## config.mk

```make
export PLATFORM = sky130hd
export DESIGN_NAME = otter_io_responder
export DESIGN_NICKNAME = d
export VERILOG_FILES = /design/src/rtl/otter_pkg.sv /design/src/rtl/io_timer.sv /design/src/rtl/otter_io_responder.sv
export SDC_FILE = /design/constraint.sdc
export NUM_CORES = 1
export LEC_CHECK = 0
export ABC_AREA = 1
export CAP_MARGIN = 20
export CORE_MARGIN = 5
export CORE_UTILIZATION = 46
export DETAILED_ROUTE_END_ITERATION = 10
export MAX_ROUTING_LAYER = met4
export PLACE_DENSITY_LB_ADDON = 0.08
export SLEW_MARGIN = 30
export SYNTH_ARGS = -nofsm -noshare
export SYNTH_HDL_FRONTEND = slang
export SYNTH_HIERARCHICAL = 1
export SYNTH_SLANG_ARGS = --single-unit
```

## constraint.sdc

```tcl
create_clock -name CLK -period 2.7 [get_ports CLK]
set_input_delay 0.27 -clock CLK [delete_from_list [all_inputs] [get_ports CLK]]
set_output_delay 0.27 -clock CLK [all_outputs]
set_load 0.1 [all_outputs]
```

## src/rtl/otter_pkg.sv

```systemverilog
// Shared OTTER definitions: RV32I major opcodes plus the IO responder register map.
package otter_pkg;

   typedef enum logic [6:0] {
      OP_LOAD   = 7'b0000011,
      OP_IMM    = 7'b0010011,
      OP_AUIPC  = 7'b0010111,
      OP_STORE  = 7'b0100011,
      OP_REG    = 7'b0110011,
      OP_LUI    = 7'b0110111,
      OP_BRANCH = 7'b1100011,
      OP_JALR   = 7'b1100111,
      OP_JAL    = 7'b1101111,
      OP_SYS    = 7'b1110011
   } opcode_t;

   // IO window offsets from BASE_ADDR
   localparam logic [31:0] IO_OFF_SW    = 32'h0000_0000;
   localparam logic [31:0] IO_OFF_LED   = 32'h0000_0020;
   localparam logic [31:0] IO_OFF_CNT   = 32'h0000_0040;
   localparam logic [31:0] IO_OFF_CMP   = 32'h0000_0044;
   localparam logic [31:0] IO_OFF_CTRL  = 32'h0000_0048;
   localparam logic [31:0] IO_OFF_STAT  = 32'h0000_004C;
   localparam logic [31:0] IO_OFF_PRESC = 32'h0000_0050;

   localparam int unsigned CTRL_EN          = 0;
   localparam int unsigned CTRL_IRQ_EN      = 1;
   localparam int unsigned CTRL_AUTO_RELOAD = 2;
   localparam int unsigned CTRL_W           = 3;
   localparam int unsigned PRESC_W          = 16;

endpackage

```

## src/rtl/io_timer.sv

```systemverilog
// Prescaled 32-bit counter with compare match that sets a sticky pending flag.
module io_timer
   import otter_pkg::*;
(
   input  logic               i_clk,
   input  logic               i_rst,
   input  logic               i_en,
   input  logic               i_auto_reload,
   input  logic               i_cnt_we,
   input  logic               i_cmp_we,
   input  logic               i_presc_we,
   input  logic               i_stat_w1c,
   input  logic [31:0]        i_wdata,
   output logic [31:0]        o_cnt,
   output logic [31:0]        o_cmp,
   output logic [PRESC_W-1:0] o_presc,
   output logic               o_pend
);

   logic [PRESC_W-1:0] r_presc;
   logic [PRESC_W-1:0] r_pcnt;
   logic [31:0]        r_cnt;
   logic [31:0]        r_cmp;
   logic               r_pend;
   logic               w_tick;
   logic               w_match;

   assign w_tick  = i_en && (r_pcnt == r_presc);
   assign w_match = (r_cnt == r_cmp);

   // CPU writes to CNT beat a tick; a match set beats a W1C clear
   always_ff @(posedge i_clk) begin
      if (i_rst) begin
         r_presc <= '0;
         r_pcnt  <= '0;
         r_cnt   <= '0;
         r_cmp   <= '0;
         r_pend  <= 1'b0;
      end else begin
         if (i_presc_we) r_presc <= i_wdata[PRESC_W-1:0];
         if (i_cmp_we)   r_cmp   <= i_wdata;

         if (!i_en || w_tick) r_pcnt <= '0;
         else                 r_pcnt <= r_pcnt + PRESC_W'(1);

         if (i_cnt_we)
            r_cnt <= i_wdata;
         else if (w_tick)
            r_cnt <= (w_match && i_auto_reload) ? 32'd0 : r_cnt + 32'd1;

         if (w_tick && w_match) r_pend <= 1'b1;
         else if (i_stat_w1c)   r_pend <= 1'b0;
      end
   end

   assign o_cnt   = r_cnt;
   assign o_cmp   = r_cmp;
   assign o_presc = r_presc;
   assign o_pend  = r_pend;

endmodule

```

## src/rtl/otter_io_responder.sv

```systemverilog
// Memory-mapped IO block for the OTTER CPU: switches, LEDs and an interrupting timer.
module otter_io_responder
   import otter_pkg::*;
#(
   parameter logic [31:0] BASE_ADDR = 32'h1100_0000,
   parameter int unsigned SW_W      = 16
) (
   input  logic            CLK,
   input  logic            RESET,
   input  logic [31:0]     IOBUS_ADDR,
   input  logic [31:0]     IOBUS_OUT,
   input  logic            IOBUS_WR,
   output logic [31:0]     IOBUS_IN,
   input  logic [SW_W-1:0] SWITCHES,
   output logic [SW_W-1:0] LEDS,
   output logic            INTR
);

   localparam logic [31:0] A_SW    = BASE_ADDR + IO_OFF_SW;
   localparam logic [31:0] A_LED   = BASE_ADDR + IO_OFF_LED;
   localparam logic [31:0] A_CNT   = BASE_ADDR + IO_OFF_CNT;
   localparam logic [31:0] A_CMP   = BASE_ADDR + IO_OFF_CMP;
   localparam logic [31:0] A_CTRL  = BASE_ADDR + IO_OFF_CTRL;
   localparam logic [31:0] A_STAT  = BASE_ADDR + IO_OFF_STAT;
   localparam logic [31:0] A_PRESC = BASE_ADDR + IO_OFF_PRESC;

   logic [SW_W-1:0]    r_sw_meta;
   logic [SW_W-1:0]    r_sw_sync;
   logic [SW_W-1:0]    r_led;
   logic [CTRL_W-1:0]  r_ctrl;
   logic [31:0]        r_iobus_in;
   logic               r_intr;

   logic               w_wr_led;
   logic               w_wr_cnt;
   logic               w_wr_cmp;
   logic               w_wr_ctrl;
   logic               w_wr_stat;
   logic               w_wr_presc;
   logic [31:0]        w_cnt;
   logic [31:0]        w_cmp;
   logic [PRESC_W-1:0] w_presc;
   logic               w_pend;
   logic [31:0]        w_rdata;

   assign w_wr_led   = IOBUS_WR && (IOBUS_ADDR == A_LED);
   assign w_wr_cnt   = IOBUS_WR && (IOBUS_ADDR == A_CNT);
   assign w_wr_cmp   = IOBUS_WR && (IOBUS_ADDR == A_CMP);
   assign w_wr_ctrl  = IOBUS_WR && (IOBUS_ADDR == A_CTRL);
   assign w_wr_stat  = IOBUS_WR && (IOBUS_ADDR == A_STAT);
   assign w_wr_presc = IOBUS_WR && (IOBUS_ADDR == A_PRESC);

   io_timer u_timer (
      .i_clk         (CLK),
      .i_rst         (RESET),
      .i_en          (r_ctrl[CTRL_EN]),
      .i_auto_reload (r_ctrl[CTRL_AUTO_RELOAD]),
      .i_cnt_we      (w_wr_cnt),
      .i_cmp_we      (w_wr_cmp),
      .i_presc_we    (w_wr_presc),
      .i_stat_w1c    (w_wr_stat && IOBUS_OUT[0]),
      .i_wdata       (IOBUS_OUT),
      .o_cnt         (w_cnt),
      .o_cmp         (w_cmp),
      .o_presc       (w_presc),
      .o_pend        (w_pend)
   );

   // Readback mux sees pre-update register values
   always_comb begin
      w_rdata = 32'd0;
      case (IOBUS_ADDR)
         A_SW:    w_rdata = 32'(r_sw_sync);
         A_LED:   w_rdata = 32'(r_led);
         A_CNT:   w_rdata = w_cnt;
         A_CMP:   w_rdata = w_cmp;
         A_CTRL:  w_rdata = 32'(r_ctrl);
         A_STAT:  w_rdata = 32'(w_pend);
         A_PRESC: w_rdata = 32'(w_presc);
         default: w_rdata = 32'd0;
      endcase
   end

   always_ff @(posedge CLK) begin
      if (RESET) begin
         r_sw_meta  <= '0;
         r_sw_sync  <= '0;
         r_led      <= '0;
         r_ctrl     <= '0;
         r_iobus_in <= '0;
         r_intr     <= 1'b0;
      end else begin
         r_sw_meta  <= SWITCHES;
         r_sw_sync  <= r_sw_meta;
         if (w_wr_led)  r_led  <= IOBUS_OUT[SW_W-1:0];
         if (w_wr_ctrl) r_ctrl <= IOBUS_OUT[CTRL_W-1:0];
         r_iobus_in <= w_rdata;
         r_intr     <= w_pend && r_ctrl[CTRL_IRQ_EN];
      end
   end

   assign IOBUS_IN = r_iobus_in;
   assign LEDS     = r_led;
   assign INTR     = r_intr;

endmodule
```

==> flow_summary.json <==
{
  "postLayoutCellArea_um2": 11300,
  "first_pass_iters": 5,
  "clock_sinks": 181,
  "p_seq_share_pct": 49.2,
  "clockRootBuffer": "clkbuf_16",
  "hpwlAfterDp_um": 19700,
  "drc": 0,
  "yosysUniqueCellTypes": 35,
  "start_util_pct": 46.3,
  "fin_tns_setup_ns": 0,
  "worst_pin_slew_ns": 0.653,
  "diodes": 0,
  "min_path_type": "input port to flip-flop",
  "crit_cells": 10,
  "layout.cells.non_filler": 1791,
  "dp_worst_setup_slack_ns": 0.373,
  "clockPowerShare_pct": 46.5,
  "die_area_um2": 23200,
  "slew_headroom_pct": 56.4,
  "synthCells": 1405,
  "internal_power_mw": 4.15,
  "hold_buffers": 0,
  "rsz0062_at_grt": "false",
  "fin_ws_ns": 0.599,
  "total_leakage_power_nw": 4.57,
  "grt_max_degree": 74,
  "grt_pass1_wl_um": 43500,
  "p_sw_share_pct": 24.3,
  "endpoint_kind": "flip-flop",
  "r2r_cells": 10,
  "cap_violations": 0,
  "wl_met2_um": 11600,
  "reg2reg_from": "u_timer/r_pcnt[1]$_SDFF_PP0_",
  "drt-met1-wl_um": 13300,
  "synth_nets": 1490,
  "wl_met3_um": 1350,
  "cts_made_buffers": 17,
  "grt_overflow_total": 0,
  "core_area_um2": 20100,
  "grt_use_total_pct": 23.3,
  "worstPathMaxFanout": 27,
  "avgSynthCellArea_um2": 6.63,
  "crit_path_top_delay_cell": "nor2_8",
  "max_freq_mhz": 476,
  "r2r_slack_ns": 0.60,
  "post_dp_cell_area_um2": 10700,
  "layout_min_cycle_time_ns": 2.10,
  "finalHoldViolCount": 0,
  "startpoint_type": "flip-flop",
  "clockBufferDepth": 2,
  "wirelength_um": 26700,
  "powerDensity_nw_per_um2": 484,
  "final_cell_mix": "392 x nand2_1, 181 x dfxtp_1, 177 x nor2_1",
  "path_cells": "inv_2, nand2_1, nand2_1, nor2_1, nand2_1, nor2_2, nand3_4, nor2_8, nand3b_1, a21oi_1",
  "post_drt_via_cell_ratio": 4.94,
  "die_width_um": 152,
  "syn2layout_area_growth_pct": 21.6,
  "cts_tree": "done",
  "post-cts-setup-buffers": 0,
  "worst_clock_skew_ns": 0.0137,
  "io_buffer_count": 131,
  "ant_nets": 0,
  "ys_seq_area_share_pct": 38.9,
  "critPathKind": "flip-flop to flip-flop",
  "setup_viol": 0,
  "crit_path_end": "u_timer/o_cnt[28]$_SDFFE_PP0P_",
  "drtIter0Drc": 618,
  "drt-wirelength-per-cell_um": 14.9,
  "drive_gt1_share_pct": 10.7,
  "status": "finished, final reports clean",
  "final-max-slew-violation-count": 0,
  "path_buf_inv": 1,
  "clk_pin_slew_ns": 0.08,
  "pin_count": 132,
  "post-route-period-util_pct": 77.8,
  "h-tree-depth": 4,
  "vdd_drop_max_uv": 421,
  "cts.repair.resized": 0,
  "critPathArrivalTime_ns": 2.46,
  "syn-cell-area_um2": 9310,
  "dp.cells": 1759,
  "reg2reg_to": "u_timer/o_cnt[28]$_SDFFE_PP0P_",
  "synth-seq-cells": 181,
  "critPathRequiredTime_ns": 3.06,
  "route.top_layer_used": "met4",
  "fp-row-count": 52,
  "cp_common_cell": "nand2_1",
  "yosys_warnings": 6,
  "comb_power_share_pct": 4.3,
  "nNetsFinal": 1593,
  "max_stage_delay_ns": 0.45,
  "die_h_um": 152,
  "antenna_found_initial": 0,
  "grt_pass1_vias": 8226,
  "gp_congestion": 0.921,
  "vias": 8850,
  "clock_latency_ns": 0.43,
  "cp_top_family": "simple AND/OR/NAND/NOR gates",
  "startpoint": "u_timer/r_pcnt[1]$_SDFF_PP0_",
  "layout_commonest_cell": "nand2_1",
  "p_switching_mw": 1.33
}
-- how the worst min path moves through the flow --
stage,start,end,slack [ns],cells after the start
6_report,RESET,IOBUS_IN[7]$_SDFF_PP0_,0.23,2
5_1_grt,RESET,IOBUS_IN[2]$_SDFF_PP0_,0.24,2
4_1_cts,RESET,IOBUS_IN[7]$_SDFF_PP0_,0.22,2
3_5_place_dp,r_sw_meta[14]$_SDFF_PP0_,r_sw_sync[14]$_SDFF_PP0_,0.40,2
3_3_place_gp,r_sw_meta[10]$_SDFF_PP0_,r_sw_sync[10]$_SDFF_PP0_,0.39,2
2_1_floorplan,SWITCHES[0],r_sw_meta[0]$_SDFF_PP0_,0.38,2
-- per-stage QoR --
stage | power, mW | util, % | hold slack (ns)
after floorplan | 2.83 | - | 0.377
after global placement | 2.99 | 53.3 | 0.390
after detailed placement | 3.00 | 53.3 | 0.395
after CTS | 5.51 | 56.3 | 0.217
after global routing | 5.66 | 56.3 | 0.237
final | 5.48 | 56.3 | 0.229
-- power by group through the flow --
stage	logic, mW	clock network, mW	registers, mW
after floorplan	0.0723	0	2.76
after global placement	0.236	0	2.76
after detailed placement	0.236	0	2.76
after CTS	0.237	2.58	2.70
after global routing	0.255	2.70	2.70
final	0.235	2.54	2.70
-- worst register-to-register path, stage by stage (launching register included) --
cell	delay (ns)
dfxtp_1	0.43
inv_2	0.04
nand2_1	0.05
nand2_1	0.05
nor2_1	0.16
nand2_1	0.09
nor2_2	0.17
nand3_4	0.25
nor2_8	0.47
nand3b_1	0.17
a21oi_1	0.16
-- logic make-up after synthesis --
logic type / synth area share [%]
AND/OR/NAND/NOR: 37.6
XOR/XNOR: 4.70
flip-flops: 38.9
AO/OA/AOI/OAI: 7.93
buffers and inverters: 10.5
adder cells (fa/ha/maj): 0.269
-- Yosys cell counts --
master	number	share of area, %
clkbuf_2	2	0.11
ha_1	2	0.27
inv_2	16	0.65
nand3_4	2	0.38
nor2_4	4	0.48
buf_1	5	0.20
a31oi_1	1	0.067
buf_4	3	0.24
o21a_1	1	0.081
xor2_1	24	2.3
clkbuf_1	31	1.2
buf_6	6	0.73
nand3b_1	10	0.81
nor3b_1	3	0.24
nand2_2	5	0.34
nor3_1	12	0.65
nand3_1	154	8.3
a211oi_1	24	1.9
nor2_1	179	7.2
clkinv_1	2	0.081
xnor2_1	26	2.4
a21oi_2	5	0.47
nand3_2	10	1.1
o21ai_0	11	0.59
nand4_1	14	0.94
inv_1	151	6.1
a21oi_1	89	4.8
nor2_8	1	0.22
and2_1	3	0.20
clkinv_2	1	0.054
nand2_1	392	16
nor2_2	12	0.81
nor3_2	2	0.22
dfxtp_1	181	39
buf_2	21	1.1
-- layer usage --
metal,up-vias,GRT usage (%)
met5,-,-
met4,0,4.97
met3,28,4.00
met2,244,34.8
met1,3970,33.4
li1,4608,-
-- flip-flops by register name, summed over array words and instances, names as in the netlist --
signal and count:
IOBUS_IN 32, r_sw_sync 16, r_sw_meta 16, u_timer/o_pend 1, LEDS 16, u_timer/r_pcnt 16, INTR 1, r_ctrl 3
u_timer/o_cmp 32, u_timer/o_presc 16, u_timer/o_cnt 32
-- area by class of cell --
class | count | area (um^2)
clock inverter | 15 | 181
sequential | 181 | 3620
inverter | 170 | 639
clock buffer | 17 | 425
multi-input combinational | 986 | 4720
tap | 270 | 338
fill | 2039 | 8790
timing repair buffer | 152 | 1390
(Power assumes the default switching activity.)
==> patch, RTL diff (config.mk and constraints unchanged) <==
Add an input register stage for `IOBUS_ADDR`, `IOBUS_OUT`, `IOBUS_WR` and `SWITCHES`, cleared by the reset; this delays them by one clock.
--- a/src/rtl/otter_io_responder.sv
+++ b/src/rtl/otter_io_responder.sv
@@ -26,2 +26,21 @@
 
+   logic [31:0] IOBUS_ADDR_q;
+   logic [31:0] IOBUS_OUT_q;
+   logic IOBUS_WR_q;
+   logic [SW_W-1:0] SWITCHES_q;
+
+   always_ff @(posedge CLK) begin
+      if (RESET) begin
+         IOBUS_ADDR_q <= '0;
+         IOBUS_OUT_q  <= '0;
+         IOBUS_WR_q   <= '0;
+         SWITCHES_q   <= '0;
+      end else begin
+         IOBUS_ADDR_q <= IOBUS_ADDR;
+         IOBUS_OUT_q  <= IOBUS_OUT;
+         IOBUS_WR_q   <= IOBUS_WR;
+         SWITCHES_q   <= SWITCHES;
+      end
+   end
+
    logic [SW_W-1:0]    r_sw_meta;
@@ -45,8 +64,8 @@
 
-   assign w_wr_led   = IOBUS_WR && (IOBUS_ADDR == A_LED);
-   assign w_wr_cnt   = IOBUS_WR && (IOBUS_ADDR == A_CNT);
-   assign w_wr_cmp   = IOBUS_WR && (IOBUS_ADDR == A_CMP);
-   assign w_wr_ctrl  = IOBUS_WR && (IOBUS_ADDR == A_CTRL);
-   assign w_wr_stat  = IOBUS_WR && (IOBUS_ADDR == A_STAT);
-   assign w_wr_presc = IOBUS_WR && (IOBUS_ADDR == A_PRESC);
+   assign w_wr_led   = IOBUS_WR_q && (IOBUS_ADDR_q == A_LED);
+   assign w_wr_cnt   = IOBUS_WR_q && (IOBUS_ADDR_q == A_CNT);
+   assign w_wr_cmp   = IOBUS_WR_q && (IOBUS_ADDR_q == A_CMP);
+   assign w_wr_ctrl  = IOBUS_WR_q && (IOBUS_ADDR_q == A_CTRL);
+   assign w_wr_stat  = IOBUS_WR_q && (IOBUS_ADDR_q == A_STAT);
+   assign w_wr_presc = IOBUS_WR_q && (IOBUS_ADDR_q == A_PRESC);
 
@@ -60,4 +79,4 @@
       .i_presc_we    (w_wr_presc),
-      .i_stat_w1c    (w_wr_stat && IOBUS_OUT[0]),
-      .i_wdata       (IOBUS_OUT),
+      .i_stat_w1c    (w_wr_stat && IOBUS_OUT_q[0]),
+      .i_wdata       (IOBUS_OUT_q),
       .o_cnt         (w_cnt),
@@ -71,3 +90,3 @@
       w_rdata = 32'd0;
-      case (IOBUS_ADDR)
+      case (IOBUS_ADDR_q)
          A_SW:    w_rdata = 32'(r_sw_sync);
@@ -92,6 +111,6 @@
       end else begin
-         r_sw_meta  <= SWITCHES;
+         r_sw_meta  <= SWITCHES_q;
          r_sw_sync  <= r_sw_meta;
-         if (w_wr_led)  r_led  <= IOBUS_OUT[SW_W-1:0];
-         if (w_wr_ctrl) r_ctrl <= IOBUS_OUT[CTRL_W-1:0];
+         if (w_wr_led)  r_led  <= IOBUS_OUT_q[SW_W-1:0];
+         if (w_wr_ctrl) r_ctrl <= IOBUS_OUT_q[CTRL_W-1:0];
          r_iobus_in <= w_rdata;
Formal check against the unedited RTL: not equivalent (a bounded check fails within 4 cycles, from zero or initial values and one cycle with RESET high).
==> patch against the unedited design <==
  * Count of clock-buffer cells in the layout increased by 16
  * Worst setup slack worse by 250 ps
  * Total power up 54%
  * Global-route usage grew 0.41 points
  * Final area grew 25%
  * Routed wire length increased by 26%
  * Sequential cell count up 81
  * Core utilization fell by 0.20 points
  * Fmax decreased by 11%
  * Synthesized area grew 26%
  * Combinational power rose by 29%
  * Non-clock buffer count unchanged
  * Synthesized cell count is 18% higher
  * Critical path type unchanged
  * Critical endpoint is now u_timer/o_presc[15]
  * Largest cell class is now registers
  * Highest routed layer unchanged
==> patch: results (changes against the unedited design) <==
* Outcome: complete, no violations (unchanged)
* Post-Place Cells at 2,062 (was 1,759)
* Dpl hpwl at 24,600 um (was 19,700 um)
* WL met1 at 15,900 um (was 13,300 um)
* Unique cell type count in the Yosys netlist at 39 (was 35)
* Drt first pass iters at 6 (was 5)
* Synth top area cells: dfxtp_1, nand2_1, nor2_1 (was dfxtp_1, nand2_1, nand3_1)
* First DRT Iteration DRCs at 884 (was 618)
* Final WL at 33,700 um (was 26,700 um)
* First-pass GRT wire length at 53,400 um (was 43,500 um)
* Max clock buf depth at 3 (was 2)
* Met2 routed WL at 14,400 um (was 11,600 um)
* Xor and xnor area share after synthesis at 3.73% (was 4.70%)
* H-tree level count at 1 (was 4)
* Via density at 4.92 (was 4.94)
* FILL cells at 2,497 (was 2,039)
* Sequential area share after synthesis at 44.7% (was 38.9%)
* R2r startpoint: IOBUS_ADDR_q[3] (was u_timer/r_pcnt[1])
* Top cells by count, synth: nand2_1, dfxtp_1, nor2_1 (unchanged)
* Syn Area/Cell at 7.09 um^2 (was 6.63 um^2)
* Peak VDD IR at 0.455 mV (was 0.421 mV)
* Clock share of power at 48.7% (was 46.5%)
* Adder-cell share of the synthesized area at 0.213% (was 0.269%)
* Leakage power at 6.02 nW (was 4.57 nW)
* Post-DP Area at 13,100 um^2 (was 10,700 um^2)
* Internal power at 0.00655 W (was 0.00415 W)
* Mapped Nets at 1,741 (was 1,490)
* Worst Skew at 12.4 ps (was 13.7 ps)
* Tot GR Track Use at 23.7% (was 23.3%)
* Metal3 WL at 2690 um (was 1350 um)
* Worst skew pair latency at 550 ps (was 430 ps)
* CTS Buf Count at 29 (was 17)
* Global-route met1 utilization at 34.9% (was 33.4%)
* Fin nets at 1,848 (was 1,593)
* Worst-path clk slew at 60 ps (was 80 ps)
* Psw at 0.00186 W (was 0.00133 W)
* Vias in the first global route at 9,652 (was 8,226)
* Combinational share of power at 3.6% (was 4.3%)
* Met2 usage at 35.1% (was 34.8%)
* Largest net degree at the start of global routing at 109 (was 74)
* Wire length per cell at 15.9 um (was 14.9 um)
-- patch: changes by cell type after synthesis, moves of 4 or more --
| cell | unedited run | this run |
|---|---|---|
| dfxtp_1 | 181 | 262 |
| nor2_1 | 179 | 258 |
| inv_1 | 151 | 227 |
| nand2_2 | 5 | 29 |
| nand2_1 | 392 | 375 |
| a21oi_1 | 89 | 78 |
| a21oi_2 | 5 | 16 |
| clkbuf_1 | 31 | 40 |
| nand3_1 | 154 | 146 |
| inv_2 | 16 | 21 |
| nor2_4 | 4 | 8 |
-- patch: worst min-delay path by stage --
stage / start / end / slack [ps] / cells after the start
3_5_place_dp: SWITCHES_q[11] / r_sw_meta[11] / 390 / 2
5_1_grt: RESET / LEDS[14] / 60 / 2
2_1_floorplan: IOBUS_ADDR[0] / IOBUS_ADDR_q[0] / 380 / 2
6_report: RESET / LEDS[14] / 70 / 2
4_1_cts: RESET / LEDS[14] / 50 / 2
3_3_place_gp: r_sw_meta[15] / r_sw_sync[15] / 390 / 2
-- patch: cell type report --
class / count / area (um^2) / share of cell area [%]
flip-flops and latches: 262 / 5250 / 37.1
multi-input cells: 1067 / 5150 / 36.5
repair buffers: 152 / 1360 / 9.65
inverters: 251 / 943 / 6.68
clock buffers: 33 / 771 / 5.46
well taps: 330 / 413 / 2.92
clock inverters: 20 / 239 / 1.69
-- patch: cells by family after synthesis --
logic type               count (synthesis)
adder cells (fa/ha/maj)                  2
flip-flops                             262
buffers and inverters                  327
XOR/XNOR                                50
AND/OR/NAND/NOR                        884
AO/OA/AOI/OAI                          131
-- patch: worst max-delay path, cell delays in order (launching register included) --
cell and delay (ps):
dfxtp_1 330, inv_2 60, nand2_1 80, nor2_4 130
nand2_1 120, nor2_4 240, and2_4 280, inv_1 50
nor2_1 190, inv_1 410, a211oi_1 360
